$ cat config.mk
export PLATFORM = sky130hd
export DESIGN_NAME = player_damage_ctrl
export DESIGN_NICKNAME = d
export VERILOG_FILES = /design/src/rtl/bomberman_pkg.sv /design/src/rtl/collision_frame_latch.sv /design/src/rtl/player_damage_ctrl.sv
export SDC_FILE = /design/constraint.sdc
export NUM_CORES = 1
export LEC_CHECK = 0
export ABC_CLOCK_PERIOD_IN_PS = 5500
export BUFFER_PORTS_ARGS = -buffer_cell sky130_fd_sc_hd__clkbuf_2
export CAP_MARGIN = 15
export CORE_MARGIN = 5
export CORE_UTILIZATION = 42
export CTS_CLUSTER_DIAMETER = 100
export CTS_CLUSTER_SIZE = 20
export DETAILED_ROUTE_END_ITERATION = 10
export GPL_TIMING_DRIVEN = 0
export HOLD_SLACK_MARGIN = 0.12
export PLACE_DENSITY = 0.63
export SYNTH_ARGS = -nofsm -noshare
export SYNTH_HDL_FRONTEND = slang
export SYNTH_SLANG_ARGS = --single-unit
$ cat constraint.sdc
create_clock -name clk -period 5.5 [get_ports clk]
set_clock_uncertainty 0.2 [all_clocks]
set_input_delay 0 -clock clk [delete_from_list [all_inputs] [get_ports clk]]
set_output_delay 0 -clock clk [all_outputs]
set_load 0.01 [all_outputs]
$ cat src/rtl/bomberman_pkg.sv
// rtl/bomberman_pkg.sv - shared types and constants for the player damage path
package bomberman_pkg;

   typedef enum logic [1:0] {
      ALIVE_ST     = 2'd0,
      HIT_ST       = 2'd1,
      PROTECTED_ST = 2'd2,
      DEAD_ST      = 2'd3
   } damage_state_t;

   localparam logic [1:0] HIT_SRC_EXPL  = 2'b01;
   localparam logic [1:0] HIT_SRC_ENEMY = 2'b10;

   localparam int LIVES_INIT_DEF = 3;
   localparam int MAX_LIVES_DEF  = 7;

endpackage

$ cat src/rtl/collision_frame_latch.sv
// rtl/collision_frame_latch.sv - sticky per-frame explosion/enemy overlap flags
module collision_frame_latch (
   input  logic clk,
   input  logic reset,
   input  logic enable,
   input  logic start_of_frame,
   input  logic player_dr,
   input  logic explosion_dr,
   input  logic enemy_dr,
   output logic expl_flag,
   output logic enemy_flag
);

   logic expl_hit;
   logic enemy_hit;

   assign expl_hit  = player_dr && explosion_dr;
   assign enemy_hit = player_dr && enemy_dr;

   // A collision on the start-of-frame cycle seeds the next frame instead of the one being judged.
   always_ff @(posedge clk) begin
      if (reset || !enable) begin
         expl_flag  <= 1'b0;
         enemy_flag <= 1'b0;
      end else if (start_of_frame) begin
         expl_flag  <= expl_hit;
         enemy_flag <= enemy_hit;
      end else begin
         expl_flag  <= expl_flag  || expl_hit;
         enemy_flag <= enemy_flag || enemy_hit;
      end
   end

endmodule

$ cat src/rtl/player_damage_ctrl.sv
// rtl/player_damage_ctrl.sv - per-frame hit decision, lives counter and game-over tracking
module player_damage_ctrl
   import bomberman_pkg::*;
#(
   parameter int LIVES_INIT  = bomberman_pkg::LIVES_INIT_DEF,
   parameter int MAX_LIVES   = bomberman_pkg::MAX_LIVES_DEF,
   parameter int LIVES_W     = 3,
   parameter int ACK_TIMEOUT = 15
) (
   input  logic               clk,
   input  logic               reset,
   input  logic               startOfFrame,
   input  logic               player_dr,
   input  logic               explosion_dr,
   input  logic               enemy_dr,
   input  logic               player_invulnerable,
   input  logic               extra_life,
   input  logic               restart,
   output logic               player_hit,
   output logic [LIVES_W-1:0] lives,
   output logic               game_over,
   output logic [1:0]         hit_source
);

   localparam int TIMER_W = $clog2(ACK_TIMEOUT + 1);
   localparam logic [LIVES_W-1:0] LIVES_RST = LIVES_W'(LIVES_INIT);
   localparam logic [LIVES_W-1:0] LIVES_MAX = LIVES_W'(MAX_LIVES);
   localparam logic [TIMER_W-1:0] TIMER_END = TIMER_W'(ACK_TIMEOUT);

   damage_state_t      state;
   logic [TIMER_W-1:0] timer;
   logic               expl_flag;
   logic               enemy_flag;
   logic               latch_en;
   logic               evaluate;
   logic [LIVES_W-1:0] lives_dec;
   logic [LIVES_W-1:0] lives_next;

   assign latch_en = (state == ALIVE_ST) && !player_invulnerable;
   assign evaluate = latch_en && startOfFrame && (expl_flag || enemy_flag);

   collision_frame_latch u_latch (
      .clk            (clk),
      .reset          (reset || restart),
      .enable         (latch_en),
      .start_of_frame (startOfFrame),
      .player_dr      (player_dr),
      .explosion_dr   (explosion_dr),
      .enemy_dr       (enemy_dr),
      .expl_flag      (expl_flag),
      .enemy_flag     (enemy_flag)
   );

   // Decrement first, then the bonus, so a bonus on the fatal frame keeps the player alive.
   always_comb begin
      lives_dec  = lives;
      lives_next = lives;
      if (evaluate && lives != '0) begin
         lives_dec = lives - 1'b1;
      end
      lives_next = lives_dec;
      if (extra_life && state != DEAD_ST && lives_dec < LIVES_MAX) begin
         lives_next = lives_dec + 1'b1;
      end
   end

   always_ff @(posedge clk) begin
      if (reset || restart) begin
         state      <= ALIVE_ST;
         lives      <= LIVES_RST;
         player_hit <= 1'b0;
         game_over  <= 1'b0;
         hit_source <= 2'b00;
         timer      <= '0;
      end else begin
         player_hit <= 1'b0;
         lives      <= lives_next;
         case (state)
            ALIVE_ST: begin
               if (evaluate) begin
                  player_hit <= 1'b1;
                  hit_source <= (enemy_flag ? HIT_SRC_ENEMY : 2'b00) |
                                (expl_flag  ? HIT_SRC_EXPL  : 2'b00);
                  timer      <= '0;
                  if (lives_next == '0) begin
                     state     <= DEAD_ST;
                     game_over <= 1'b1;
                  end else begin
                     state <= HIT_ST;
                  end
               end
            end
            HIT_ST: begin
               // The timeout keeps a silent hit controller from freezing damage forever.
               if (player_invulnerable) begin
                  state <= PROTECTED_ST;
               end else if (timer == TIMER_END) begin
                  state <= ALIVE_ST;
               end else begin
                  timer <= timer + 1'b1;
               end
            end
            PROTECTED_ST: begin
               if (!player_invulnerable) begin
                  state <= ALIVE_ST;
               end
            end
            default: begin
               game_over <= 1'b1;
            end
         endcase
      end
   end

endmodule

==> flow_metrics.py, run 1 <==
metrics = {
    "status": {
        "status": "finished, final reports clean",
    },
    "sta": {
        "setup_viol": 0,
        "tightest_slew_ps": 443.3,
        "grt_setup_unrepaired": "false",
        "setup_ws_ps": 1737,
        "relSlewSlack_pct": 70.14,
        "final_hold_viol_count": 0,
        "slew_viol_final": 0,
        "period_needed_ps": 3763,
        "tns_ps": 0,
        "max_freq_ghz": 0.2658,
        "period_share_pct": 68.41,
    },
    "global_route": {
        "grt_first_pass_wirelength_um": 4429,
        "overflow": 0,
        "grt_usage_pct": 16.08,
        "grt_max_degree": 11,
        "grt_antenna_before_repair": 0,
        "grt_pass1_vias": 969,
    },
    "yosys": {
        "netlist_top_cells_count": "dfxtp_1 (15), nand2_1 (12), nor2_1 (12)",
        "synth.cell_area_um2": 1071,
        "synth_most_common_cell": "dfxtp_1",
        "avgSynthCellArea_um2": 8.433,
        "synth_cells": 127,
        "yosys_warnings": 0,
        "ys.flop_type": "dfxtp_1",
        "synth_cell_type_count": 40,
        "synthArstFlopShare_pct": 0,
        "yosysTopAreaCell": "dfxtp_1",
        "ys_top_cells_by_area": "dfxtp_1 (28%), ha_1 (11%), mux2i_1 (6.5%)",
        "ys_ff_latch": 15,
        "synth_top_area_share_pct": 28.04,
        "synth_edf_count": 0,
        "synth_fp_nets": 145,
        "ys_seq_area_share_pct": 28.04,
    },
    "setup_path": {
        "path_buf_inv": 3,
        "worstReg2RegStart": "lives[0]$_SDFF_PP1_",
        "reg2reg_to": "state[1]$_SDFFE_PP0P_",
        "cp-start-kind": "register",
        "critPathMaxFanout": 6,
        "path_class": "reg -> reg",
        "crit_arrival_ps": 3800,
        "reg2regPathDepth": 13,
        "path_depth": 13,
        "crit_family": "simple AND/OR/NAND/NOR gates",
        "required_ps": 5540,
        "worstSetupEndpointType": "register",
        "slowest_delay_ps": 570,
        "crit_slowest_cell": "dlygate4sd3_1",
        "cp_cell_sequence": "inv_1, ha_1, nor2b_1, nor3_4, xnor2_1, inv_1, ha_1, nor4bb_1, nand2_1, o21ai_0, o211ai_1, a211oi_1, dlygate4sd3_1",
        "r2r_setup_slack_ps": 1740,
    },
    "clock_network": {
        "clk_latency_ps": 290,
        "htree_levels": 1,
        "clock_path_buffers": 2,
        "cts_resized": 0,
        "cts_sinks": 15,
        "cts_buffers": 3,
        "clk_pin_slew_ps": 90,
        "ctsRootBufferMaster": "clkbuf_4",
        "cts_tree": "yes",
    },
    "placed_design": {
        "globalplace.congestion": 0.8643,
        "numPortBuffers": 15,
        "hpwl_um": 1781,
        "dp_cells": 172,
        "post-place-ws_ps": 2345,
    },
    "floorplanning": {
        "die_area_um2": 3660,
        "start_util_pct": 43.63,
        "row_count": 18,
        "pin_count": 16,
        "fp.dieW_um": 60.50,
        "core_um2": 2455,
        "die_y_um": 60.50,
    },
    "detailed_routing": {
        "drtIter0Drc": 27,
        "dr_total_vias": 1030,
        "dr.pass1.iters": 4,
        "wl_um": 2569,
        "vias_per_cell": 5.421,
        "drc": 0,
        "post_drt_wl_per_cell_um": 13.52,
        "drtAntennaViolNets": 0,
    },
    "run": {
        "maxCapViolations": 0,
    },
    "power_and_ir_drop": {
        "p_per_area_nw_per_um2": 168.6,
        "totalPowerFinal_mw": 0.2277,
        "ir_drop_v": 0.0001550,
        "p_leak_nw": 0.5545,
    },
    "layout": {
        "drive_gt1_share_pct": 16.25,
        "fill_cells": 235,
        "num_antenna_cells": 0,
        "layout.nets": 179,
        "syn2layout_area_growth_pct": 26.05,
        "layoutNonFillerInstCount": 190,
    },
    "min_path": {
        "hold_end": "timer[1]$_SDFFE_PP0P_",
        "worstHoldStart": "timer[1]$_SDFFE_PP0P_",
        "hold_depth": 2,
        "hold_path_class": "reg -> reg",
    },
}
## cell usage in the layout (no fill, tap or decap), types with 5 or more instances in the layout
cell | synthesis | layout
nand2_1 | 12 | 12
o21ai_0 | 8 | 8
nor2_1 | 12 | 12
mux2i_1 | 7 | 7
nor2b_1 | 6 | 6
clkbuf_2 | 0 | 15
dfxtp_1 | 15 | 15
inv_1 | 8 | 8
a21oi_1 | 5 | 5
dlygate4sd3_1 | 0 | 14
ha_1 | 9 | 9
## cell families after synthesis
| logic type | share of synthesized area (%) |
|---|---|
| simple gates | 28.27 |
| compound gates | 21.85 |
| flops | 28.04 |
| buf+inv | 3.154 |
| fa+ha+maj | 10.51 |
| mux | 6.542 |
| xor+xnor | 1.636 |
## power breakdown
group	internal, mW	switching, mW
sequential	0.111	0.00307
combinational	0.0232	0.0262
clock	0.0282	0.0363
total	0.162	0.0656
## metrics by stage
step,instance area [um2],utilization (%),hold WS (ps)
2_1_floorplan,1071,-,-97.56
3_5_place_dp,1184,48.22,30.94
4_1_cts,1350,54.99,285.4
3_3_place_gp,1184,48.22,27.08
6_report,1350,54.99,289.0
5_1_grt,1350,54.99,316.2
## worst reg2reg max path, delay by kind of cell, from the launching register on
kind | cells | cell delay [ps]
fa+ha+maj | 2 | 580
compound gates | 3 | 540
flops | 1 | 440
xor+xnor | 1 | 210
simple gates | 4 | 920
buf+inv | 3 | 820
## layout make-up
cell class,instances,area (um2),share of cell area (%)
clock buffers,4,26.28,1.946
plain buffers,1,3.754,0.2780
repair buffers,29,215.2,15.94
multi-input cells,103,737.0,54.59
inverters,8,30.03,2.224
well taps,30,37.54,2.780
flip-flops and latches,15,300.3,22.24
## how the worst max path moves through the flow
| stage | from | endpoint | slack (ps) |
|---|---|---|---|
| after global routing | lives[0]$_SDFF_PP1_ | state[1]$_SDFFE_PP0P_ | 1460 |
| final | lives[0]$_SDFF_PP1_ | state[1]$_SDFFE_PP0P_ | 1740 |
| after floorplan | lives[0]$_SDFF_PP1_ | state[1]$_SDFFE_PP0P_ | 2660 |
| after detailed placement | lives[0]$_SDFF_PP1_ | state[1]$_SDFFE_PP0P_ | 2340 |
| after global placement | lives[0]$_SDFF_PP1_ | state[1]$_SDFFE_PP0P_ | 2410 |
| after CTS | lives[0]$_SDFF_PP1_ | state[1]$_SDFFE_PP0P_ | 1770 |
## sequential cells by signal (all words and copies together), names as in the netlist
name	cells
u_latch.expl_flag	1
state	2
player_hit	1
lives	3
hit_source	2
timer	4
game_over	1
u_latch.enemy_flag	1
## routing by layer
metal | vias to the layer above | GRT usage [%] | share of wire [%] | routed length [um]
met2 | 24 | 26.54 | 46 | 1181
met3 | 4 | 1.915 | 4.0 | 104
met4 | 0 | 9.288 | 2.0 | 52
met1 | 473 | 20.18 | 48 | 1231
li1 | 529 | - | - | -
met5 | - | 0 | 0 | 0
## timing repair
item | CTS | global route
buffers inserted | 0 | 0
hold endpoints to repair | 9 | 0
hold buffers | 14 | 0
Power figures use the tool's default switching activity.
==> inputs of run 2 (changes only) <==
Settings changed: ABC_CLOCK_PERIOD_IN_PS 5500 to 3200, PLACE_DENSITY 0.63 to 0.65.
Clock period 5.5 ns to 3.2 ns, I/O delays scaled along.
==> flow_metrics.py, run 2 (synthesis results as in run 1) <==
metrics = {
    "status": {
        "status": "finished, final reports clean",
    },
    "layout": {
        "num_antenna_cells": 0,
        "mostFrequentLayoutCells": "clkbuf_2 (15), dfxtp_1 (14), dlygate4sd3_1 (13), nand2_1 (12), nor2_1 (12)",
        "drive_gt1_share_pct": 19.50,
        "regMostFlops": "timer",
        "final_common_cell": "clkbuf_2",
        "largest_register_ffs": 4,
        "syn2layout_area_growth_pct": 27.45,
        "fill_cells": 229,
        "reg_top3": "timer (4), lives (3)",
        "layout.nets": 178,
    },
    "clock_network": {
        "post_cts_buffers": 0,
        "clock_path_buffers": 2,
        "cts_buffers": 3,
        "clk_latency_ps": 280,
        "htree_levels": 1,
        "clk_pin_slew_ps": 90,
        "ctsRootBufferMaster": "clkbuf_4",
        "cts_tree": "yes",
        "cts_sinks": 15,
    },
    "floorplanning": {
        "row_count": 18,
        "core_um2": 2455,
        "die_y_um": 60.50,
        "start_util_pct": 43.63,
        "pin_count": 16,
        "fp.dieW_um": 60.50,
        "die_area_um2": 3660,
    },
    "setup_path": {
        "cp-start-kind": "register",
        "path_class": "reg -> reg",
        "r2r_setup_slack_ps": 230,
        "required_ps": 3200,
        "worstSetupEndpointType": "register",
        "worstReg2RegStart": "lives[0]$_SDFF_PP1_",
        "critPathLaunch": "lives[0]$_SDFF_PP1_",
        "critPathMaxFanout": 6,
        "reg2regPathDepth": 12,
        "crit_arrival_ps": 2970,
    },
    "sta": {
        "setup_ws_ps": 233.7,
        "period_share_pct": 92.70,
        "setup_viol": 0,
        "final_hold_viol_count": 0,
        "max_freq_ghz": 0.3371,
        "relSlewSlack_pct": 69.54,
        "period_needed_ps": 2966,
        "tightest_slew_ps": 457.0,
        "holdWs_ps": 284.1,
        "slew_viol_final": 0,
    },
    "placed_design": {
        "numPortBuffers": 15,
        "post-place-ws_ps": 29.82,
        "globalplace.congestion": 0.8700,
        "hpwl_um": 1842,
    },
    "run": {
        "maxCapViolations": 0,
    },
    "detailed_routing": {
        "vias_per_cell": 5.466,
        "met1_length_um": 1183,
        "drtAntennaViolNets": 0,
        "drtIter0Drc": 32,
        "drc": 0,
        "routed.top_layer": "met4",
        "wl_met3_um": 65,
        "dr.pass1.iters": 4,
        "wl_um": 2437,
        "post_drt_wl_per_cell_um": 12.89,
        "routed-wl-met2_um": 1158,
        "dr_total_vias": 1033,
    },
    "power_and_ir_drop": {
        "p_per_area_nw_per_um2": 286.1,
        "ir_drop_v": 0.0002122,
        "p_leak_nw": 0.5537,
    },
    "global_route": {
        "grt_usage_pct": 14.81,
        "grt_antenna_before_repair": 0,
        "overflow": 0,
        "grt_max_degree": 11,
        "grt_first_pass_wirelength_um": 4181,
        "grt_pass1_vias": 952,
    },
    "min_path": {
        "worstHoldStart": "timer[1]$_SDFFE_PP0P_",
        "hold_path_class": "reg -> reg",
        "hold_depth": 2,
    },
}
run 2: report_power, final:
| part | switching (mW) | leakage (nW) | internal [mW] | total, mW |
|---|---|---|---|---|
| logic | 0.0454 | 0.418 | 0.0422 | 0.0875 |
| clock network | 0.0592 | 0.0150 | 0.0483 | 0.108 |
| registers | 0.00532 | 0.121 | 0.190 | 0.196 |
run 2: layout make-up:
cell class | count | area, um2 | share of cell area [%]
Sequential cell | 15 | 301.5 | 22.09
Multi-Input combinational cell | 103 | 760.7 | 55.73
Inverter | 8 | 30.03 | 2.200
Clock buffer | 4 | 26.28 | 1.925
Tap cell | 30 | 37.54 | 2.750
Buffer | 1 | 3.754 | 0.2750
Timing Repair Buffer | 28 | 205.2 | 15.03
run 2: worst max-delay path, stage by stage (launching register included):
cell      delay, ps
dfxtp_2         400
inv_1           130
ha_1            260
nor2b_2         190
nor3_4          220
xnor2_1         210
inv_1            80
ha_1            340
nor4bb_4        300
nand2_1          80
o21ai_0         160
o211ai_1        130
a211oi_1        200
run 2: path summary, 6_finish.rpt:
check,to
worst max-delay path,state[1]$_SDFFE_PP0P_
worst min-delay path,timer[1]$_SDFFE_PP0P_
worst max register to register,state[1]$_SDFFE_PP0P_
worst min register to register,timer[1]$_SDFFE_PP0P_
run 2: through the flow:
| stage | std cells | cell area, um2 | util, % | total power, mW | TNS [ps] |
|---|---|---|---|---|---|
| 2_1_floorplan | 127 | 1071 | - | 0.2502 | 0 |
| 3_3_place_gp | 172 | 1184 | 48.22 | 0.2697 | 0 |
| 3_5_place_dp | 172 | 1184 | 48.22 | 0.2714 | 0 |
| 4_1_cts | 189 | 1340 | 54.59 | 0.3877 | 0 |
| 5_1_grt | 189 | 1365 | 55.61 | 0.4149 | -12.84 |
| 6_report | 189 | 1365 | 55.61 | 0.3906 | 0 |
run 2: timing repair:
| item | in CTS | in global routing |
|---|---|---|
| hold buffers | 13 | 0 |
| endpoints found under the setup margin | 0 | 2 |
| gates resized for setup | 0 | 6 |
| hold endpoints to repair | 8 | 0 |
run 2: per-layer routing:
| layer | up-vias | track usage, % |
|---|---|---|
| li1 | 525 | - |
| met1 | 488 | 19.79 |
| met2 | 16 | 24.69 |
| met3 | 4 | 1.489 |
| met4 | 0 | 5.573 |
| met5 | - | 0 |
